## config.mk

```make
export PLATFORM = sky130hd
export DESIGN_NAME = controller
export DESIGN_NICKNAME = d
export VERILOG_FILES = /design/src/rtl/controller.sv
export SDC_FILE = /design/constraint.sdc
export NUM_CORES = 1
export LEC_CHECK = 0
export BUFFER_PORTS_ARGS = -buffer_cell sky130_fd_sc_hd__clkbuf_2
export CAP_MARGIN = 20
export CORE_AREA = 2 2 39 41
export DETAILED_ROUTE_END_ITERATION = 6
export DIE_AREA = 0 0 41 43
export PLACE_DENSITY_LB_ADDON = 0.3
export SLEW_MARGIN = 25
export SYNTH_ARGS = -nofsm -noshare
export SYNTH_HDL_FRONTEND = slang
export SYNTH_SLANG_ARGS = --single-unit
```

## constraint.sdc

```tcl
create_clock -name clk -period 1.7 [get_ports clk]
set_clock_uncertainty 0.1 [all_clocks]
set_input_delay 0.34 -clock clk [delete_from_list [all_inputs] [get_ports clk]]
set_output_delay 0.34 -clock clk [all_outputs]
set_load 0.01 [all_outputs]
```

## src/rtl/controller.sv

```systemverilog
// Eight-phase instruction sequencer for the accumulator CPU.
// Outputs decode the current phase, opcode and zero flag.
module controller #(
  parameter bit HALT_STICKY = 1'b1
) (
  input  logic       clk,
  input  logic       rst_n,
  input  logic [2:0] opcode,
  input  logic       is_zero,
  output logic       sel,
  output logic       rd,
  output logic       ld_ir,
  output logic       inc_pc,
  output logic       halt,
  output logic       ld_pc,
  output logic       data_e,
  output logic       ld_ac,
  output logic       wr,
  output logic [2:0] phase
);

  localparam logic [2:0] INST_ADDR  = 3'd0;
  localparam logic [2:0] INST_FETCH = 3'd1;
  localparam logic [2:0] INST_LOAD  = 3'd2;
  localparam logic [2:0] IDLE       = 3'd3;
  localparam logic [2:0] OP_ADDR    = 3'd4;
  localparam logic [2:0] OP_FETCH   = 3'd5;
  localparam logic [2:0] ALU_OP     = 3'd6;
  localparam logic [2:0] STORE      = 3'd7;

  localparam logic [2:0] OPC_HLT = 3'b000;
  localparam logic [2:0] OPC_SKZ = 3'b001;
  localparam logic [2:0] OPC_ADD = 3'b010;
  localparam logic [2:0] OPC_AND = 3'b011;
  localparam logic [2:0] OPC_XOR = 3'b100;
  localparam logic [2:0] OPC_LDA = 3'b101;
  localparam logic [2:0] OPC_STO = 3'b110;
  localparam logic [2:0] OPC_JMP = 3'b111;

  logic [2:0] state_q, state_d;
  logic       halted_q, halted_d;
  logic       alu_op, is_hlt, frz;

  assign alu_op = (opcode == OPC_ADD) || (opcode == OPC_AND) ||
                  (opcode == OPC_XOR) || (opcode == OPC_LDA);
  assign is_hlt = (opcode == OPC_HLT);
  // Sticky halt: once frozen, opcode no longer matters.
  assign frz    = HALT_STICKY && (is_hlt || halted_q);
  assign phase  = state_q;

  always_comb begin
    state_d  = state_q;
    halted_d = halted_q;
    if (!halted_q) begin
      case (state_q)
        INST_ADDR:  state_d = INST_FETCH;
        INST_FETCH: state_d = INST_LOAD;
        INST_LOAD:  state_d = IDLE;
        IDLE:       state_d = OP_ADDR;
        OP_ADDR: begin
          if (HALT_STICKY && is_hlt) halted_d = 1'b1;
          else                       state_d  = OP_FETCH;
        end
        OP_FETCH:   state_d = ALU_OP;
        ALU_OP:     state_d = STORE;
        STORE:      state_d = INST_ADDR;
        default:    state_d = INST_ADDR;
      endcase
    end
  end

  always_ff @(posedge clk) begin
    if (!rst_n) begin
      state_q  <= INST_ADDR;
      halted_q <= 1'b0;
    end else begin
      state_q  <= state_d;
      halted_q <= halted_d;
    end
  end

  always_comb begin
    sel    = 1'b0;
    rd     = 1'b0;
    ld_ir  = 1'b0;
    inc_pc = 1'b0;
    halt   = 1'b0;
    ld_pc  = 1'b0;
    data_e = 1'b0;
    ld_ac  = 1'b0;
    wr     = 1'b0;
    case (state_q)
      INST_ADDR: sel = 1'b1;
      INST_FETCH: begin
        sel = 1'b1;
        rd  = 1'b1;
      end
      INST_LOAD, IDLE: begin
        sel   = 1'b1;
        rd    = 1'b1;
        ld_ir = 1'b1;
      end
      OP_ADDR: begin
        halt   = is_hlt || halted_q;
        inc_pc = !frz;
      end
      OP_FETCH: rd = alu_op;
      ALU_OP: begin
        rd     = alu_op;
        inc_pc = (opcode == OPC_SKZ) && is_zero;
        ld_pc  = (opcode == OPC_JMP);
        data_e = (opcode == OPC_STO);
      end
      STORE: begin
        rd     = alu_op;
        ld_ac  = alu_op;
        ld_pc  = (opcode == OPC_JMP);
        inc_pc = (opcode == OPC_JMP);
        data_e = (opcode == OPC_STO);
        wr     = (opcode == OPC_STO);
      end
      default: sel = 1'b1;
    endcase
  end

endmodule

```

==> metrics.md, run 1 <==
| Metric | Value |
|---|---|
| Worst Setup SP | phase[0] |
| WL/cell | approximately 13 um |
| Row count | 14 |
| Initial Util | 0.271 |
| Type of the most critical hold path | in -> reg |
| Worst setup EP type | output port |
| Tot Pwr | between 900 and 1000 uW |
| Critical Path, Cell by Cell | inv_4 > ha_4 > buf_6 > nor4_1 > nor2_1 > clkbuf_2 |
| Post-DP Area | roughly 500 um^2 |
| Htree depth | 1 |
| Critical setup path kind | reg -> out |
| Slew @ Worst Pin | between 300 and 400 ps |
| Post-synthesis mux area share | 0 |
| Post-Syn Area | about 380 um^2 |
| CTS Hold Bufs | 0 |
| Reg-to-Reg Start | phase[1] |
| Post-synthesis simple-gate area fraction | 0.357 |
| Cells after synthesis | 48 |
| Final Slew Violations | 0 |
| DR pass1 iterations | 4 |
| Multi-input logic area | between 300 and 400 um^2 |
| Clock latency on the worst-skew pair | 230 ps |
| Top delay family on crit path | simple AND/OR/NAND/NOR gates |
| Clock-pin slew on the worst setup and hold paths | 40 ps |
| IO Pins | 18 |
| Largest net degree at the start of global routing | 9 |
| Rel. slew slack | 0.775 |
| Synth Register Bits | 4 |
| Vias | 483 |
| Hold Path Origin | rst_n |
| Largest family of logic cells by synthesized area | simple AND/OR/NAND/NOR gates |
| Avg Vias per Cell | ~5.3 |
| Worst Hold Depth | 2 |
| CTS tree | yes |
| Syn_nets | 59 |
| Final Instance Area | between 600 and 700 um^2 |
| Final Critical Period | between 1500 and 2000 ps |
| Largest area contributor in the netlist | dfxtp_1 |
| Final WL | 1220 um |
| Post-route ant nets | 0 |
| Switching share of power | 0.429 |
| Failing checks | setup timing |
| RePlAce Congestion | just over 0.7 |
| Hpwl dp | 771 um |
| Fmax | 0.534 GHz |
| Die Ht | roughly 43 um |
| Status | complete, but fails checks |
| Startpoint class of the critical path | flop |
| Leakage | between 0.0002 and 0.0003 uW |
| Slowest-stage cell, CP | dfxtp_4 |
| Combinational Power Share | 0.691 |
| Die Wd | roughly 40 um |
| Compound-cell area share of the yosys netlist | 0.207 |
| Clk sinks | 4 |
| Core area | ~0.0014 mm^2 |
| R2r worst-path depth | 5 |
| Final layout net count | 89 |
| Ys Warns | 0 |
| Worst IR Drop VDD | 0.432 mV |
| Share of post-route cells with drive strength above 1 | 0.579 |
| Stages on worst setup path | 6 |
| Synth Area per Inst | ~8 um^2 |
| Critical Path RT | about 1300 ps |
| TritonCTS Buffers | 3 |
| Sequential power share | 0.194 |
| Synth Area in XOR/XNOR | 0.0233 |
| N_diodes | 0 |
| Top cells by area, synth | dfxtp_1 21%, ha_1 17%, nor2_1 7.0%, a31oi_1 5.0%, nor3_1 4.0% |
| Crit path max fanout | 5 |
| Area Overhead vs Synth | 74.7% |
| Total Routing Usage GR | 0.116 |
| Initial antenna violation count | 0 |
| Grt total ovfl | 0 |
| Dpl cells | between 80 and 90 |
| RSZ-0062 raised after global routing | yes |
| Pwr Density | approximately 1500 mW/mm^2 |
| Register area share after synthesis | 0.213 |
| Input/output buffers | 17 |
| Post-Layout Cell Count | ~90 |
| Drt drc | 0 |
| Max Cap Violations | 0 |
| Post-Synth Adder-Cell Area | 0.167 |
| Initial detailed-routing violation count | 8 |
| Deepest clock path buffer count | 2 |
| CP arrival | between 1000 and 1500 ps |
| Clock power share | 0.115 |
| Buf+Inv Stages, Crit Path | 3 |
| Unique masters post-synth | 24 |
| Final worst slack | -171 ps |
| Global-route wire length before repair | between 1000 and 1500 um |
| Switching power | around 420 uW |
| Pint | roughly 560 uW |
| Top-area cell type share of the netlist area | 0.213 |
| Largest stage delay, worst path | 360 ps |
| Period utilization | 1.10 |
| Filler Cells Inserted | about 140 |
| Die Area | 0.00176 mm^2 |
| Final Hold Fails | 0 |
| Register Area | roughly 89 um^2 |
| Root buffer selected by CTS | clkbuf_4 |
| Final setup fails | 5 |
| Vias in the first global route | about 340 |
-- per-stage QoR --
step | TNS (ps) | setup WS, ps | utilization | hold WS [ps]
global placement | 0 | 24.4 | 0.371 | 478
global route | -762 | -236 | 0.474 | 293
finish | -420 | -171 | 0.474 | 292
floorplan | 0 | 22.5 | - | 368
CTS | -787 | -138 | 0.401 | 287
detailed placement | 0 | 20.6 | 0.371 | 463
-- metal layers --
| layer | wire length, um | global-route usage | vias to the layer above |
|---|---|---|---|
| met2 | 648 | 0.178 | 18 |
| met1 | 494 | 0.132 | 224 |
| met3 | 56 | 0.0314 | 2 |
| li1 | - | - | 239 |
| met4 | 17 | 0.0800 | 0 |
| met5 | 0 | 0 | - |
-- repair_timing --
action	CTS	global route
endpoints found under the setup margin	9	9
setup buffers	1	3
gates resized for setup	7	21
endpoints found under the hold margin	0	0
pin swaps	2	5
-- logic make-up after synthesis --
logic type,count (synthesis)
buf+inv,3
xor+xnor,1
flops,4
simple gates,25
fa+ha+maj,5
compound gates,10
-- placed cells by master, fill, tap and decap left out, types with 2 or more instances in the layout --
cell	n
clkbuf_2	13
nor2_1	6
buf_4	6
nand2_1	4
buf_2	4
a31oi_1	3
ha_4	3
clkbuf_4	3
buf_6	3
nor3_2	2
nand3_1	2
nor3b_2	2
nor2b_1	2
dfxtp_4	2
-- Yosys cell counts, drive strengths merged --
master  number
inv          2
nor4         1
o211ai       1
ha           5
a31oi        3
and4bb       1
and3         1
o32ai        1
nor2b        2
nor2         7
xnor2        1
nor3         3
a21boi       1
nor3b        2
nand2        4
nand3        2
a211oi       1
or3b         1
o311ai       1
dfxtp        4
o41ai        1
or3          1
buf          1
o211a        1
-- power by group through the flow --
stage | clock network (uW) | logic [uW] | registers, uW
2_1_floorplan | 0 | 289 | 165
3_3_place_gp | 0 | 485 | 165
3_5_place_dp | 0 | 484 | 166
4_1_cts | 118 | 517 | 169
5_1_grt | 121 | 734 | 194
6_report | 113 | 676 | 190
-- worst reg2reg max path, cell delays in order (launching register included) --
cell	delay (ps)
dfxtp_4	380
buf_6	110
ha_4	180
buf_4	130
or3b_1	330
a21boi_0	190
-- cell type report --
| class | instances | share of cell area |
|---|---|---|
| clock buffer | 3 | 0.0344 |
| inverter | 2 | 0.0153 |
| multi-input combinational | 41 | 0.534 |
| sequential | 4 | 0.135 |
| tap | 16 | 0.0305 |
| timing repair buffer | 26 | 0.250 |
-- registers in the layout (all words and copies together), names as in the netlist --
register	count
phase	3
halted_q	1
-- final timing paths --
check | end | slack, ps
hold / removal | phase[0] | 290
hold reg to reg | phase[2] | 540
setup reg to reg | phase[2] | 190
setup / recovery | sel | -170
(Power assumes the default switching activity.)
==> run 2: changes to the inputs <==
--- a/config.mk
+++ b/config.mk
@@ -10,6 +10,7 @@
 export CORE_AREA = 2 2 39 41
 export DETAILED_ROUTE_END_ITERATION = 6
 export DIE_AREA = 0 0 41 43
+export GPL_ROUTABILITY_DRIVEN = 0
 export PLACE_DENSITY_LB_ADDON = 0.3
 export SLEW_MARGIN = 25
 export SYNTH_ARGS = -nofsm -noshare
==> constraint.sdc (replaced) <==
create_clock -name clk -period 2.1 [get_ports clk]
set_clock_uncertainty 0.1 [all_clocks]
set_input_delay 0.42 -clock clk [delete_from_list [all_inputs] [get_ports clk]]
set_output_delay 0.42 -clock clk [all_outputs]
set_load 0.01 [all_outputs]
==> metrics.md, run 2 (synthesis gave the netlist of run 1 again) <==
| Metric | Value |
|---|---|
| Status | finished clean |
| Area Overhead vs Synth | 37.3% |
| Row count | 14 (unchanged) |
| Period utilization | 0.976 |
| Worst setup EP type | output port |
| Total Routing Usage GR | 0.128 (+0.0119) |
| Critical Path RT | 1580 ps (+320 ps) |
| Startpoint class of the critical path | flop |
| Stages on worst setup path | 6 (unchanged) |
| Max Cap Violations | 0 (unchanged) |
| Worst Setup SP | phase[0] |
| IO Pins | 18 (unchanged) |
| Slowest-stage cell, CP | dfxtp_2 |
| Initial antenna violation count | 0 (unchanged) |
| N_diodes | 0 (unchanged) |
| Core area | 0.00138 mm^2 (unchanged) |
| Post-CTS setup buffer count | 0 (-1) |
| Most common cell after layout, fill and taps aside | clkbuf_2 |
| Largest net degree at the start of global routing | 12 (+3) |
| Die Wd | 41 um (unchanged) |
| Final Hold Fails | 0 (unchanged) |
| Tot Pwr | 603 uW (-38%) |
| Fmax | between 0.4 and 0.5 GHz |
| Critical path capture point | inc_pc |
| Filler Cells Inserted | 158 (+12%) |
| Die Area | 0.00176 mm^2 (unchanged) |
| Crit path max fanout | 6 (+1) |
| Final layout net count | 80 (-10%) |
| Most frequent cells in the layout | 17 x clkbuf_2, 7 x nor2_1 |
| R2r worst-path depth | 4 (-1) |
| RR Endpoint | phase[2] |
| Root buffer selected by CTS | clkbuf_4 |
| Worst IR Drop VDD | 0.292 mV (-32%) |
| Critical Path, Cell by Cell | inv_1 > ha_2 > and4bb_2 > a31oi_1 > o32ai_2 > clkbuf_2 |
| Top delay family on crit path | flip-flops |
| Hpwl dp | 764 um (-0.86%) |
| Clock-pin slew on the worst setup and hold paths | 40 ps (about the same) |
| Deepest clock path buffer count | 2 (unchanged) |
| Final setup fails | 0 (-5) |
| Number of flip-flops in the largest register | 3 (unchanged) |
| DR pass1 iterations | 4 (unchanged) |
| Slew @ Worst Pin | 389 ps (+54.1 ps) |
| Type of the most critical hold path | in -> reg |
| TritonCTS Buffers | 3 (unchanged) |
| Final Slew Violations | 0 (unchanged) |
| Share of post-route cells with drive strength above 1 | 0.403 (-0.176) |
| Final Critical Period | around 2000 ps |
| Input/output buffers | 17 (unchanged) |
| Initial Util | 0.271 (unchanged) |
| Post-route ant nets | 0 (unchanged) |
| WL/cell | 12.3 um (-6.9%) |
| Drt drc | 0 (unchanged) |
| Global-route wire length before repair | 1540 um (+11%) |
| Grt total ovfl | 0 (unchanged) |
| Buf+Inv Stages, Crit Path | 2 (-1) |
| Vias | 425 (-12%) |
| Largest stage delay, worst path | 360 ps (about the same) |
| Worst Hold Depth | 2 (unchanged) |
| Clock latency on the worst-skew pair | 240 ps (about the same) |
| Avg Vias per Cell | 5.12 (-2.5%) |
| Rel. slew slack | 0.739 (-0.0363) |
| Pwr Density | 1170 mW/mm^2 (-22%) |
| CTS tree | yes |
| Initial detailed-routing violation count | 5 (-3) |
| CP arrival | 1530 ps (+100 ps) |
| Die Ht | 43 um (unchanged) |
| Leakage | 0.000227 uW (-19%) |
| Final WL | 1020 um (-16%) |
| Critical setup path kind | reg -> out |
| Reg2Reg Setup Slack | 600 ps (+410 ps) |
| Vias in the first global route | 375 (+9.6%) |
| Htree depth | 1 (unchanged) |
| Clk sinks | 4 (unchanged) |
| Reg-to-Reg Start | phase[1] |
| Setup TNS Final | 0 ps (+420 ps) |
run 2: cell count changes in the layout (fill, tap and decap cells not counted), moves of 3 or more:
cell and delta:
ha_4 -3, buf_6 -3, clkbuf_2 +4, buf_2 -4, buf_4 -6
run 2: worst reg2reg max path, cell delays in order, from the launching register on:
cell and delay, ps:
dfxtp_2 370, inv_1 90, ha_1 240, o41ai_1 420, a21boi_0 150
run 2: layer usage:
metal  track usage  vias to the layer above  wire length [um]
li1              -                      221                 -
met1         0.147                      197               457
met2         0.200                        7               535
met3        0.0314                        0                28
met4        0.0800                        0                 0
met5             0                        -                 0
run 2: timing repair:
action / CTS / global route
pin swaps: 0 / 0
hold endpoints to repair: 0 / 0
setup endpoints to repair: 1 / 4
resized for setup: 1 / 5
hold buffers: 0 / 0
run 2: through the flow:
step                worst slack [ps]  instances  utilization  hold WS (ps)  area, um^2
floorplan                        342         48            -           448         375
global placement                 251         80        0.344           463         475
detailed placement               209         80        0.344           467         475
CTS                             25.0         83        0.361           371         499
global route                  -0.487         83        0.373           387         515
finish                          51.4         83        0.373           378         515
run 2: how the worst min path moves through the flow:
stage / start / end / slack [ps]
floorplan: rst_n / halted_q / 450
global placement: phase[1] / phase[1] / 460
detailed placement: phase[1] / phase[1] / 470
CTS: rst_n / phase[0] / 370
global route: rst_n / phase[0] / 390
finish: rst_n / phase[0] / 380
run 2: report_power, final:
part	total [uW]	internal, uW	switching [uW]	leakage, uW
Sequential	145	104	41.7	0.0000333
Combinational	359	159	201	0.000180
Clock	98.0	64.1	33.9	0.0000138
run 2: cell type report:
class | count | area [um^2] | share of cell area
multi-input cells | 41 | 298 | 0.578
repair buffers | 17 | 85.1 | 0.165
flip-flops and latches | 4 | 82.6 | 0.160
clock buffers | 3 | 22.5 | 0.0437
well taps | 16 | 20.0 | 0.0388
inverters | 2 | 7.51 | 0.0146
==> run 3: changes to the inputs <==
--- a/config.mk
+++ b/config.mk
@@ -11,7 +11,7 @@
 export DETAILED_ROUTE_END_ITERATION = 6
 export DIE_AREA = 0 0 41 43
 export GPL_ROUTABILITY_DRIVEN = 0
-export PLACE_DENSITY_LB_ADDON = 0.3
+export PLACE_DENSITY = 0.6
 export SLEW_MARGIN = 25
 export SYNTH_ARGS = -nofsm -noshare
 export SYNTH_HDL_FRONTEND = slang
==> metrics.md, run 3 (synthesis gave the netlist of run 1 again) <==
| Metric | Value |
|---|---|
| Clock-pin slew on the worst setup and hold paths | 40 ps (about the same) |
| Tot Pwr | 614 uW (+1.9%) |
| Final Slew Violations | 0 (unchanged) |
| Sequential power share | 0.227 (-0.014) |
| Type of the most critical hold path | in -> reg |
| Rel. slew slack | 0.720 (-0.0188) |
| Drt drc | 0 (unchanged) |
| Post-route ant nets | 0 (unchanged) |
| Final setup fails | 0 (unchanged) |
| Die Ht | 43 um (unchanged) |
| Max Cap Violations | 0 (unchanged) |
| Core area | 0.00138 mm^2 (unchanged) |
| Pwr Density | 1170 mW/mm^2 (-0.31%) |
| Post-Layout Cell Count | 84 (+1.2%) |
| Final Hold Fails | 0 (unchanged) |
| Initial Util | 0.271 (unchanged) |
| Critical Path RT | 1580 ps (about the same) |
| N_diodes | 0 (unchanged) |
| Die Area | 0.00176 mm^2 (unchanged) |
| Post-CTS setup buffer count | 0 (unchanged) |
| Period utilization | 0.970 (-0.00596) |
| DR pass1 iterations | 4 (unchanged) |
| Number of flip-flops in the largest register | 3 (unchanged) |
| Final Instance Area | 527 um^2 (+2.2%) |
| Clock latency on the worst-skew pair | 230 ps (about the same) |
| Dpl cells | 81 (+1.3%) |
| Switching power | 276 uW (-0.14%) |
| Pint | 338 uW (+3.6%) |
| CP arrival | 1520 ps (about the same) |
| Slew @ Worst Pin | 417 ps (+27.9 ps) |
| Largest net degree at the start of global routing | 9 (-3) |
| Vias in the first global route | 362 (-3.5%) |
| Deepest clock path buffer count | 2 (unchanged) |
| Leakage | 0.000233 uW (+2.7%) |
| WL/cell | 11.5 um (-6.6%) |
| Critical setup path kind | reg -> out |
| Die Wd | 41 um (unchanged) |
| Initial antenna violation count | 0 (unchanged) |
| Filler Cells Inserted | 151 (-4.4%) |
| Global-route wire length before repair | 1520 um (-0.91%) |
| Grt total ovfl | 0 (unchanged) |
| Total Routing Usage GR | 0.125 (-0.00313) |
| Most common cell after layout, fill and taps aside | clkbuf_2 |
| Clk sinks | 4 (unchanged) |
| Htree depth | 1 (unchanged) |
| Startpoint class of the critical path | flop |
| Final core occ | 0.381 (+0.00814) |
| Clock power share | 0.156 (-0.007) |
| CTS tree | yes |
| Status | finished clean |
| Largest stage delay, worst path | 350 ps (about the same) |
| Root buffer selected by CTS | clkbuf_4 |
| Switching share of power | 0.449 (-0.00900) |
| IO Pins | 18 (unchanged) |
| RSZ-0062 raised after global routing | yes |
| Post-DP Area | 483 um^2 (+1.6%) |
| Worst IR Drop VDD | 0.376 mV (+29%) |
| Final WL | 965 um (-5.5%) |
| Row count | 14 (unchanged) |
| Final layout net count | 81 (+1.3%) |
| Combinational Power Share | 0.617 (+0.021) |
| TritonCTS Buffers | 3 (unchanged) |
| Vias | 449 (+5.6%) |
| Area Overhead vs Synth | 40.3% |
| Initial detailed-routing violation count | 14 (+9) |
| Critical Path, Cell by Cell | inv_1 > ha_2 > and4bb_2 > a31oi_1 > o32ai_2 > clkbuf_2 |
| Input/output buffers | 17 (unchanged) |
| Final Critical Period | 2040 ps (-12.5 ps) |
| Worst setup EP type | output port |
| Avg Vias per Cell | 5.35 (+4.4%) |
| Crit path max fanout | 6 (unchanged) |
| Fmax | 0.491 GHz (+0.61%) |
| Share of post-route cells with drive strength above 1 | 0.412 (+0.00878) |
| Hpwl dp | 739 um (-3.3%) |
| Most frequent cells in the layout | 17 x clkbuf_2, 7 x nor2_1, 4 x nand2_1 |
| Slowest-stage cell, CP | dfxtp_2 |
-- run 3: cell types whose count changed in the layout (fill, tap and decap cells not counted), sizes merged --
cell	previous run	this run
buf	0	1
-- run 3: cell type report --
class	count	area, um^2	share of cell area
timing repair buffer	18	92.6	0.176
tap	16	20.0	0.0380
sequential	4	82.6	0.157
inverter	2	7.51	0.0143
clock buffer	3	22.5	0.0428
multi-input combinational	41	302	0.572
-- run 3: path summary, 6_finish.rpt --
kind / from / depth (start not counted) / slack [ps] / endpoint
hold / removal: rst_n / 2 / 380 / phase[0]
hold reg to reg: phase[0] / 1 / 430 / phase[0]
setup reg to reg: phase[1] / 4 / 610 / phase[2]
setup / recovery: phase[0] / 6 / 60 / inc_pc
-- run 3: power by group through the flow --
stage / Sequential [uW] / Clock [uW] / Combinational, uW
finish: 139 / 95.5 / 379
global route: 145 / 103 / 427
CTS: 136 / 101 / 362
detailed placement: 136 / 0 / 358
global placement: 134 / 0 / 357
floorplan: 133 / 0 / 234
-- run 3: metrics by stage --
stage | TNS, ps | hold WS (ps) | setup slack (ps)
2_1_floorplan | 0 | 448 | 342
3_3_place_gp | 0 | 456 | 268
3_5_place_dp | 0 | 465 | 230
4_1_cts | 0 | 363 | 29.4
5_1_grt | -8.27 | 390 | -8.27
6_report | 0 | 377 | 63.9
-- run 3: per-layer routing --
metal | wire (um) | track usage | part of all wire
met1 | 428 | 0.169 | 0.44
met2 | 482 | 0.178 | 0.50
met3 | 54 | 0.0157 | 0.056
met4 | 0 | 0.0800 | 0
met5 | 0 | 0 | 0
-- run 3: what timing repair did --
item	CTS	global route
pin swaps	0	0
cloned	0	0
setup endpoints to repair	1	2
resized for setup	1	5
hold buffers	0	0
-- run 3: worst max-delay path: cells and delay by family (launching register included) --
family / cells / cell delay (ps)
compound gates: 2 / 250
fa+ha+maj: 1 / 230
simple gates: 1 / 220
buf+inv: 2 / 220
flops: 1 / 350
